### src/rtl/tx_sched.sv
// tx_sched: two-channel threshold/round-robin transmit scheduler with grant watchdog.
// Optional anti-starvation aging is compiled in with `define TX_SCHED_AGING_EN.
module tx_sched #(
  parameter int CNT_W     = 8,
  parameter int THRESH    = 4,
  parameter int MAX_BURST = 16,
  parameter int MAX_WAIT  = 64,
  parameter int GRANT_TO  = 1024
) (
  input  logic             clk,
  input  logic             rst,
  input  logic             start,
  input  logic [CNT_W-1:0] f1_bf_cnt,
  input  logic [CNT_W-1:0] f2_bf_cnt,
  input  logic             next,
  output logic [1:0]       rdy_cnl,
  output logic [CNT_W-1:0] burst_len,
  output logic             busy,
  output logic             to_err
);

  localparam int WD_W  = $clog2(GRANT_TO + 1);
  localparam int AGE_W = $clog2(MAX_WAIT + 1);

  localparam logic [CNT_W-1:0] THR     = CNT_W'(THRESH);
  localparam logic [CNT_W-1:0] MAXB    = CNT_W'(MAX_BURST);
  localparam logic [WD_W-1:0]  WD_TOP  = WD_W'(GRANT_TO - 1);
  localparam logic [AGE_W-1:0] AGE_MAX = AGE_W'(MAX_WAIT);

  typedef enum logic [1:0] {
    IDLE,
    ARB,
    GRANT
  } state_t;

  state_t           state;
  state_t           state_nxt;
  logic [1:0]       rdy_nxt;
  logic [CNT_W-1:0] len_nxt;
  logic             err_nxt;
  logic [WD_W-1:0]  wd;
  logic [WD_W-1:0]  wd_nxt;
  logic             last_ch;
  logic             last_nxt;
  logic [1:0]       elig;
  logic [1:0]       pick;
  logic [CNT_W-1:0] len1;
  logic [CNT_W-1:0] len2;

  assign len1 = (f1_bf_cnt < MAXB) ? f1_bf_cnt : MAXB;
  assign len2 = (f2_bf_cnt < MAXB) ? f2_bf_cnt : MAXB;

`ifdef TX_SCHED_AGING_EN
  logic [AGE_W-1:0] age1;
  logic [AGE_W-1:0] age2;

  // A channel's age restarts while it is empty or holds/receives the grant.
  always_ff @(posedge clk) begin
    if (rst) begin
      age1 <= '0;
      age2 <= '0;
    end else begin
      if (f1_bf_cnt == '0 || rdy_cnl[0] || pick[0])
        age1 <= '0;
      else if (age1 < AGE_MAX)
        age1 <= age1 + 1'b1;
      if (f2_bf_cnt == '0 || rdy_cnl[1] || pick[1])
        age2 <= '0;
      else if (age2 < AGE_MAX)
        age2 <= age2 + 1'b1;
    end
  end

  assign elig[0] = (f1_bf_cnt >= THR) ||
                   (f1_bf_cnt != '0 && age1 >= AGE_MAX);
  assign elig[1] = (f2_bf_cnt >= THR) ||
                   (f2_bf_cnt != '0 && age2 >= AGE_MAX);
`else
  logic unused_age;
  assign unused_age = ^AGE_MAX;
  assign elig[0] = (f1_bf_cnt >= THR);
  assign elig[1] = (f2_bf_cnt >= THR);
`endif

  // last_ch = 1 means channel 2 was served last, so channel 1 wins a tie.
  always_comb begin
    pick = '0;
    if (state == ARB && start) begin
      unique case (elig)
        2'b01:   pick = 2'b01;
        2'b10:   pick = 2'b10;
        2'b11:   pick = last_ch ? 2'b01 : 2'b10;
        default: pick = '0;
      endcase
    end
  end

  always_comb begin
    state_nxt = state;
    rdy_nxt   = rdy_cnl;
    len_nxt   = burst_len;
    err_nxt   = 1'b0;
    wd_nxt    = wd;
    last_nxt  = last_ch;
    unique case (state)
      IDLE: begin
        if (start)
          state_nxt = ARB;
      end
      ARB: begin
        if (!start) begin
          state_nxt = IDLE;
        end else if (pick != 2'b00) begin
          rdy_nxt   = pick;
          len_nxt   = pick[0] ? len1 : len2;
          wd_nxt    = '0;
          state_nxt = GRANT;
        end
      end
      GRANT: begin
        if (next) begin
          rdy_nxt   = '0;
          len_nxt   = '0;
          last_nxt  = rdy_cnl[1];
          state_nxt = start ? ARB : IDLE;
        end else if (wd == WD_TOP) begin
          rdy_nxt   = '0;
          len_nxt   = '0;
          err_nxt   = 1'b1;
          state_nxt = start ? ARB : IDLE;
        end else begin
          wd_nxt = wd + 1'b1;
        end
      end
      default: begin
        state_nxt = IDLE;
        rdy_nxt   = '0;
        len_nxt   = '0;
      end
    endcase
  end

  always_ff @(posedge clk) begin
    if (rst) begin
      state     <= IDLE;
      rdy_cnl   <= '0;
      burst_len <= '0;
      to_err    <= 1'b0;
      wd        <= '0;
      last_ch   <= 1'b1;
    end else begin
      state     <= state_nxt;
      rdy_cnl   <= rdy_nxt;
      burst_len <= len_nxt;
      to_err    <= err_nxt;
      wd        <= wd_nxt;
      last_ch   <= last_nxt;
    end
  end

  assign busy = (state != IDLE);

endmodule

### config.mk
export PLATFORM = sky130hd
export DESIGN_NAME = tx_sched
export DESIGN_NICKNAME = d
export VERILOG_FILES = /design/src/rtl/tx_sched.sv
export SDC_FILE = /design/constraint.sdc
export NUM_CORES = 1
export LEC_CHECK = 0
export CORE_ASPECT_RATIO = 0.75
export CORE_UTILIZATION = 35
export DETAILED_ROUTE_END_ITERATION = 8
export PLACE_DENSITY_LB_ADDON = 0.25
export SETUP_SLACK_MARGIN = 0.02
export SLEW_MARGIN = 10
export SYNTH_ARGS = -nofsm -noshare
export SYNTH_HDL_FRONTEND = slang
export SYNTH_SLANG_ARGS = --single-unit
### constraint.sdc
create_clock -name clk -period 5.8 [get_ports clk]
set_input_delay 1.74 -clock clk [delete_from_list [all_inputs] [get_ports clk]]
set_output_delay 1.74 -clock clk [all_outputs]
set_load 0.03 [all_outputs]
==> results.tsv, run 1 <==
stage	metric	value	unit
cts	clockBufferDepth	2	
yosys	synth-seq-area-share	0.4175	
pwr	p_sw	0.06926	mW
cts	cts_root_buf	clkbuf_8	
min_path	hold_end	to_err$_SDFF_PP0_	
cts	cts_buffers	3	
pwr	p_leak	0.5393	nW
cts	htree_levels	1	
status	status	complete, no violations	
timing	fin_crit_sh	0.5993	
timing	finalSetupTns	0	ns
pwr	ir_drop	0.1736	mV
global_route	grt_use_met2	0.2379	
yosys	yosys_warnings	0	
yosys	syn_area	1199	um2
final_layout	stdcell_area	1568	um2
min_path	holdCritPathClass	reg -> reg	
global_route	top_usage_layer	met2	
final_layout	area_growth	30.79	%
cts	cts.sinks	25	
route	avgViaCountPerCell	5.194	
pwr	power.density	198.7	nW/um2
min_path	holdCritStartpoint	wd[10]$_SDFFE_PP0P_	
yosys	syn-instance-count	131	
pwr	clkPwrFrac	0.318	
route	postRouteAntennaNets	0	
die	ios	32	
route	route.vias.total	1044	
global_route	grt_overflow	0	
placement	gp_congestion	0.8252	
placement	dpl.hpwl	2028	um
route	drt_iter0_markers	30	
timing	rsz0062_at_grt	false	
pwr	power_frac_seq	0.564	
worst_setup_path	cp_max_fo	6	
die	rows	18	
route	routed_wl	2648	um
cts	cts_setup_buffers	0	
placement	io_buffers	31	
global_route	grt_pass1_vias	902	
final_layout	final_layout_size_suffix_gt1_frac	0.07453	
global_route	grt_pass1_wl	4167	um
cts	tritoncts	done	
worst_setup_path	cpPeakStageDelay	0.49	ns
die	design.die.area	3665	um2
route	wl_per_cell	13.17	um
route	dr.pass1.iters	4	
flow_run	cap_violations	0	
worst_setup_path	endpoint_kind	flip-flop	
cts	cts-resized-gates	0	
worst_setup_path	worstSetupStartpointType	primary input	
worst_setup_path	regToRegSetupSlack	3.76	ns
timing	slew_viol_final	0	
global_route	met3_usage	0.05385	
global_route	grtUsageTotal	0.1471	
worst_setup_path	reg2regPathDepth	5	
final_layout	nets	183	
die	die_h	52.68	um
yosys	ys_ff_latch	25	
timing	layout_min_cycle_time	3.476	ns
final_layout	antenna_cells	0	
timing	max_slew_margin	0.6725	
global_route	grt.met1_usage	0.1890	
yosys	synth_cell_types	40	
worst_setup_path	r2r-end	burst_len[2]$_SDFFE_PP0P_	
pwr	intPower	0.2423	mW
timing	hold_viol	0	
die	placeableCoreArea	3288	um2
timing	setup_viol	0	
worst_setup_path	crit_path_top_delay_cell	nor4_2	
timing	finClkSkew	0.005213	ns
min_path	hold_path_depth	1	
pwr	switching_share	0.2223	
yosys	syn_avg_cell_area	9.150	um2
timing	tightest_slew	0.4873	ns
timing	max_freq	0.2877	GHz
worst_setup_path	cp_cell_sequence	clkdlybuf4s50_1, nor4_2, a41oi_1, o22ai_2, nor2b_2, a221o_1	
placement	dpl_cell_area	1523	um2
cts	cts.clk_slew.worst_paths	0.08	ns
yosys	syn_nets	152	
worst_setup_path	critPathRequiredTime	6.01	ns
die	initial_utilization	0.3645	
pwr	comb_power_share	0.118	
global_route	grt_max_degree	14	
worst_setup_path	r2r-start	wd[2]$_SDFFE_PP0P_	
worst_setup_path	path_class	in -> reg	
cts	ctsHoldBuffers	0	
route	drc	0	
cts	clock_latency	0.26	ns
global_route	antenna_found_initial	0	
worst_setup_path	arrival	3.68	ns
die	die_w	69.58	um
## routing by layer
metal  part of all wire  wire, um
met5                  0         0
met1               0.50      1323
met2               0.45      1191
met3              0.047       125
met4             0.0026         7
## critical path, delay by kind of cell
| family | cells | cell delay [ns] |
|---|---|---|
| compound gates | 3 | 0.72 |
| buf+inv | 1 | 0.41 |
| simple gates | 2 | 0.81 |
## placed cells by master, fill, tap and decap left out, drive strengths merged, types with 2 or more instances in the layout
cell / n
clkdlybuf4s50: 31
o21a: 2
nand4: 2
dfxtp: 25
a21oi: 7
a221o: 4
nand4b: 3
or3b: 2
xnor2: 3
nand3b: 2
nand2: 7
nor3: 4
and2: 3
xor2: 4
clkbuf: 4
inv: 5
a41oi: 2
and4: 3
nor2: 17
nand3: 5
or3: 2
or2: 3
o21ai: 3
nor4: 5
nand2b: 2
## registers in the layout, indices dropped and copies added, names as in the netlist
name	count
burst_len	8
last_ch	1
to_err	1
state	2
rdy_cnl	2
wd	11
## synth_stat cells (all sizes together)
library cell / instances / share of area
a21o: 1 / 0.0063
a21oi: 7 / 0.029
a221o: 4 / 0.033
a221oi: 1 / 0.0073
a311oi: 1 / 0.0073
a41oi: 2 / 0.015
and2: 3 / 0.016
and2b: 1 / 0.0073
and3b: 1 / 0.0073
and4: 3 / 0.022
buf: 4 / 0.027
clkbuf: 1 / 0.0031
dfxtp: 25 / 0.42
ha: 1 / 0.010
inv: 5 / 0.016
mux2i: 1 / 0.0084
nand2: 7 / 0.022
nand2b: 2 / 0.010
nand3: 5 / 0.021
nand3b: 2 / 0.013
nand4: 2 / 0.010
nand4b: 3 / 0.022
nor2: 17 / 0.053
nor2b: 1 / 0.0073
nor3: 4 / 0.017
nor4: 5 / 0.044
nor4b: 1 / 0.0073
o21a: 2 / 0.013
o21ai: 3 / 0.013
o21ba: 1 / 0.014
o22ai: 1 / 0.010
or2: 3 / 0.016
or3: 2 / 0.010
or3b: 2 / 0.015
xnor2: 3 / 0.022
xor2: 4 / 0.029
## worst max-delay path by stage
| stage | from | to | cells after the start |
|---|---|---|---|
| 2_1_floorplan | f2_bf_cnt[5] | burst_len[0]$_SDFFE_PP0P_ | 5 |
| 3_3_place_gp | f2_bf_cnt[5] | burst_len[3]$_SDFFE_PP0P_ | 6 |
| 3_5_place_dp | f1_bf_cnt[5] | burst_len[1]$_SDFFE_PP0P_ | 6 |
| 4_1_cts | f1_bf_cnt[5] | burst_len[1]$_SDFFE_PP0P_ | 6 |
| 5_1_grt | f2_bf_cnt[5] | burst_len[0]$_SDFFE_PP0P_ | 6 |
| 6_report | f1_bf_cnt[5] | burst_len[2]$_SDFFE_PP0P_ | 6 |
## power groups by stage
stage               Sequential (mW)  Combinational [mW]  Clock [mW]
floorplan                     0.180              0.0155           0
global placement              0.180              0.0356           0
detailed placement            0.180              0.0363           0
CTS                           0.176              0.0367       0.104
global route                  0.176              0.0396       0.113
finish                        0.176              0.0366      0.0992
## final cells by class
| cell class | count | area, um2 |
|---|---|---|
| fillers | 310 | 1720 |
| flip-flops and latches | 25 | 500.5 |
| inverters | 5 | 18.77 |
| clock buffers | 4 | 45.04 |
| repair buffers | 31 | 310.3 |
| multi-input cells | 96 | 643.1 |
| well taps | 40 | 50.05 |
## cells by family (layout without fill, tap and decap cells)
logic type      count (synthesis)  in the layout  share of synthesized area
mux                             1              1                   0.008351
xor+xnor                        7              7                    0.05115
fa+ha+maj                       1              1                    0.01044
flops                          25             25                     0.4175
buf+inv                        10             40                    0.04593
compound gates                 23             23                     0.1472
simple gates                   64             64                     0.3194
## per-stage QoR
stage          worst slack [ns]    util  cells  hold slack [ns]  power, mW
2_1_floorplan             2.765       -    131           0.3964     0.1960
3_3_place_gp              2.163  0.4631    197           0.4100     0.2155
3_5_place_dp              2.076  0.4631    197           0.4174     0.2161
4_1_cts                   2.352  0.4768    201           0.4293     0.3167
5_1_grt                   2.192  0.4768    201           0.4429     0.3291
6_report                  2.324  0.4768    201           0.4242     0.3116
Power figures use the tool's default switching activity.
==> inputs of run 2 (changes only) <==
==> constraint.sdc (replaced) <==
create_clock -name clk -period 3 [get_ports clk]
set_input_delay 0.9 -clock clk [delete_from_list [all_inputs] [get_ports clk]]
set_output_delay 0.9 -clock clk [all_outputs]
set_load 0.03 [all_outputs]
==> run 2 against run 1 <==
Net effect:
- critical path depth stayed put
- largest power group unchanged
- clock power is 95% higher
- cell area is 0.48% higher
- via count is 1.8% higher
- sequential share of layout area is 0.15 points lower
- flip-flop and latch count stayed put
- non-clock buffer count is 1 higher
- clock-buffer cell count stayed put
- power is 94% higher
- utilization is 0.23 points higher
- final cell count is 0.50% higher
==> results.tsv, run 2 (synthesized netlist as in run 1, its figures left out) <==
stage	metric	value	unit	change
global_route	grt_pass1_vias	908		was 902
worst_setup_path	crit_path_top_delay_cell	clkdlybuf4s50_1		was nor4_2
worst_setup_path	path_class	in -> reg		unchanged
placement	dpl.hpwl	1937	um	was 2028 um
worst_setup_path	cp_top_family	simple AND/OR/NAND/NOR gates		unchanged
pwr	power.density	383.7	nW/um2	was 198.7 nW/um2
timing	setup_viol	0		unchanged
cts	ctsHoldBuffers	0		unchanged
final_layout	largestRegisters	wd: 11 flops, burst_len: 8 flops		unchanged
placement	io_buffers	31		unchanged
timing	max_slew_margin	0.6789		was 0.6725
pwr	p_leak	0.5437	nW	was 0.5393 nW
die	die_h	52.68	um	unchanged
timing	layout_min_cycle_time	2.564	ns	
status	status	complete, no violations		unchanged
worst_setup_path	cpPeakStageDelay	0.44	ns	was 0.49 ns
cts	htree_levels	1		unchanged
cts	cts_setup_buffers	0		unchanged
final_layout	final_layout_size_suffix_gt1_frac	0.08025		was 0.07453
final_layout	antenna_cells	0		unchanged
global_route	grt_pass1_wl	4064	um	was 4167 um
placement	gp_congestion	0.8366		was 0.8252
worst_setup_path	r2r-start	wd[2]$_SDFFE_PP0P_		unchanged
final_layout	area_growth	31.42	%	was 30.79%
cts	cts.sinks	25		unchanged
cts	cts-resized-gates	0		unchanged
final_layout	nets	184		was 183
route	route.vias.total	1063		was 1044
route	routed_wl	2531	um	was 2648 um
die	rows	18		unchanged
pwr	intPower	0.4695	mW	was 0.2423 mW
worst_setup_path	arrival	2.77	ns	was 3.68 ns
cts	clockBufferDepth	2		unchanged
final_layout	layout_common_cells	clkdlybuf4s50_1 (31), dfxtp_1 (25), nor2_1 (17), nand2_1 (7), a21oi_1 (7)		unchanged
worst_setup_path	worstSetupStartpointType	primary input		unchanged
worst_setup_path	r2r-end	burst_len[3]$_SDFFE_PP0P_		was burst_len[2]$_SDFFE_PP0P_
die	design.die.area	3665	um2	unchanged
final_layout	stdcell_area	1575	um2	was 1568 um2
cts	cts_root_buf	clkbuf_8		unchanged
timing	slew_viol_final	0		unchanged
worst_setup_path	regToRegSetupSlack	1.09	ns	was 3.76 ns
route	postRouteAntennaNets	0		unchanged
final_layout	fillers	302		was 310
pwr	clkPwrFrac	0.319		was 0.318
flow_run	cap_violations	0		unchanged
route	avgViaCountPerCell	5.262		was 5.194
timing	finClkSkew	0.002557	ns	was 0.005213 ns
worst_setup_path	worst-path-buf-inv	1		unchanged
pwr	ir_drop	0.2358	mV	was 0.1736 mV
worst_setup_path	endpoint_kind	flip-flop		unchanged
pwr	p_sw	0.1349	mW	was 0.06926 mW
die	die_w	69.58	um	unchanged
min_path	holdCritPathClass	reg -> reg		unchanged
global_route	grt_overflow	0		unchanged
cts	cts_buffers	3		unchanged
timing	fin_crit_sh	0.8547		
cts	clock_latency	0.26	ns	about the same
die	placeableCoreArea	3288	um2	unchanged
final_layout	regMostFlops	wd		unchanged
min_path	holdCritStartpoint	wd[10]$_SDFFE_PP0P_		unchanged
route	drt_iter0_markers	44		was 30
timing	max_freq	0.3900	GHz	
pwr	total_power	0.6044	mW	was 0.3116 mW
worst_setup_path	reg2regPathDepth	6		was 5
final_layout	final_common_cell	clkdlybuf4s50_1		unchanged
pwr	comb_power_share	0.118		about the same
die	ios	32		unchanged
route	dr.pass1.iters	4		unchanged
placement	dpl_cell_area	1530	um2	was 1523 um2
timing	tightest_slew	0.4776	ns	was 0.4873 ns
die	initial_utilization	0.3645		unchanged
pwr	power_frac_seq	0.562		was 0.564
global_route	grtUsageTotal	0.1424		was 0.1471
worst_setup_path	cp_cell_sequence	clkdlybuf4s50_1, nor4_4, a21oi_1, or3b_1, nor2_1, a221o_1		was clkdlybuf4s50_1, nor4_2, a41oi_1, o22ai_2, nor2b_2, a221o_1
global_route	grt_max_degree	14		unchanged
global_route	antenna_found_initial	0		unchanged
min_path	hold_path_depth	1		unchanged
pwr	switching_share	0.2232		was 0.2223
worst_setup_path	cp_max_fo	6		unchanged
min_path	hold_end	to_err$_SDFF_PP0_		unchanged
timing	hold_viol	0		unchanged
worst_setup_path	critPathRequiredTime	3.21	ns	was 6.01 ns
route	wl_per_cell	12.53	um	was 13.17 um
timing	finalSetupTns	0	ns	unchanged
route	drc	0		unchanged
cts	cts.clk_slew.worst_paths	0.08	ns	about the same
final_layout	largest_reg_flops	11		unchanged
cts	tritoncts	done		unchanged
timing	rsz0062_at_grt	false		unchanged
run 2: how the worst max path moves through the flow:
| stage | to | depth (start not counted) | slack (ns) | start |
|---|---|---|---|---|
| 2_1_floorplan | burst_len[0]$_SDFFE_PP0P_ | 5 | 0.80 | f2_bf_cnt[5] |
| 5_1_grt | burst_len[3]$_SDFFE_PP0P_ | 6 | 0.29 | f1_bf_cnt[5] |
| 3_3_place_gp | burst_len[2]$_SDFFE_PP0P_ | 6 | 0.22 | f2_bf_cnt[5] |
| 3_5_place_dp | burst_len[3]$_SDFFE_PP0P_ | 6 | 0.18 | f2_bf_cnt[5] |
| 6_report | burst_len[3]$_SDFFE_PP0P_ | 6 | 0.44 | f2_bf_cnt[5] |
| 4_1_cts | burst_len[3]$_SDFFE_PP0P_ | 6 | 0.46 | f2_bf_cnt[5] |
run 2: power by group through the flow:
stage / clock network, mW / logic (mW) / registers (mW)
final: 0.193 / 0.0716 / 0.340
after global placement: 0 / 0.0707 / 0.348
after detailed placement: 0 / 0.0717 / 0.348
after global routing: 0.218 / 0.0772 / 0.341
after floorplan: 0 / 0.0300 / 0.349
after CTS: 0.202 / 0.0721 / 0.340
run 2: layout make-up:
cell class                 count  area, um2  area share
sequential                    25      500.5      0.3177
clock buffer                   4      45.04     0.02859
multi-input combinational     96      643.1      0.4083
timing repair buffer          32      317.8      0.2017
tap                           40      50.05     0.03177
inverter                       5      18.77     0.01191
run 2: per-stage QoR:
step                      instances  utilization  setup slack [ns]  hold slack [ns]
final                           202       0.4791            0.4358           0.4303
after global routing            202       0.4791            0.2930           0.4653
after CTS                       202       0.4791            0.4551           0.4347
after detailed placement        198       0.4654            0.1782           0.4226
after global placement          198       0.4654            0.2186           0.4091
after floorplan                 131            -            0.8047           0.3964
run 2: per-layer routing:
layer,global-route usage,part of all wire,routed length [um]
met1,0.1965,0.51,1284
met2,0.2184,0.42,1072
met3,0.04808,0.061,155
met4,0.02041,0.0079,20
met5,0,0,0
==> variant (flow settings as in run 1) <==
The option `TX_SCHED_AGING_EN` is turned on by a define.
--- a/src/rtl/tx_sched.sv
+++ b/src/rtl/tx_sched.sv
@@ -2,2 +2,4 @@
 // Optional anti-starvation aging is compiled in with `define TX_SCHED_AGING_EN.
+`define TX_SCHED_AGING_EN
+
 module tx_sched #(
Formal check against the unedited RTL: same outputs for any inputs over 10 cycles, from zero or initial values and one cycle with rst high; that may be too few to reach the edited logic, so the function may still have changed.
==> variant against run 1 <==
Synthesized area up 58%; total power up 74%; critical endpoint is now burst_len[0]; critical path depth unchanged; clock power up 110%; maximum frequency up 0.28%; final cell count up 53%; highest routed layer unchanged; sequential cell count up 14; setup slack better by 0.0098 ns; final area up 51%; routed wire length up 58%.
==> variant: results <==
[status]
status = "finished, final reports clean"

[global_routing]
grt_max_degree = 15
grt_pass1_vias = 1440
grt_pass1_wl_mm = 6.91
grtUsageTotal_pct = 15.9

[routing]
wl_met2_mm = 1.59
wl_mm = 4.19
wl_met1_mm = 2.33
vias_per_cell = 5.13

[placed_design]
numPlacedInstances = 300
pre_cts_slack_ns = 2.04

[power]
ir_worst_vdd_v = 0.000111
leakage_uw = 0.000849

[synth]
synth_compound_area_share_pct = 19.2
synth.mux.area_fraction_pct = 1.59
synth_area_leaders = "dfxtp_1 (41%), nor2_1 (6.0%), nor4_4 (3.4%)"
synthTopCellsByCount = "dfxtp_1 (39), nor2_1 (30), nand2_1 (14)"
synth_fa_ha_area_share_pct = 1.98
yosysSeqAreaShare_pct = 41.3
syn-num-nets = 224

[sta]
worst_slack_ns = 2.33
skew_ns = 0.00965

[hold_path]
hold_path_end = "burst_len[7]"
hp-start = "burst_len[7]"

[clocking]
cts_made_buffers = 5
htree_levels = 2
clk_latency_ns = 0.30

[setup_path]
cp_data_arrival_time_ns = 3.70
r2r_cells = 6
cpPeakStageDelay_ns = 0.44
worstSetupStartpoint = "f1_bf_cnt[6]"
cp-endpoint = "burst_len[0]"
r2r-start = "wd[0]"
crit_fanout = 9

[layout]
final_cell_count_no_fill = 308
drive_above_1_share_pct = 11.4
nets = 258
n_fill_cell = 488
==> variant: cell count changes in the layout (fill, tap and decap cells not counted), sizes merged, moves of 4 or more <==
cell    change
a311oi      +4
a31oi       +4
and3        +9
nand3       +6
nand2       +8
o21ai       +4
nor2       +13
dfxtp      +14
==> variant: routing by layer <==
layer | vias to the layer above | track usage (%)
met1 | 737 | 24.3
met3 | 5 | 4.15
met5 | - | 0
met2 | 30 | 20.9
li1 | 808 | -
met4 | 0 | 5.63
==> variant: final cells by class <==
class	count	area (sq um)	share of cell area, %
timing repair buffer	31	310	13.1
tap	72	90.1	3.80
inverter	2	7.51	0.316
clock inverter	1	7.51	0.316
clock buffer	7	96.3	4.06
multi-input combinational	156	1080	45.5
sequential	39	781	32.9
==> variant: report_power, final <==
part,switching (uW),internal [uW]
registers,5.63,274
clock network,100,108
logic,28.1,26.6
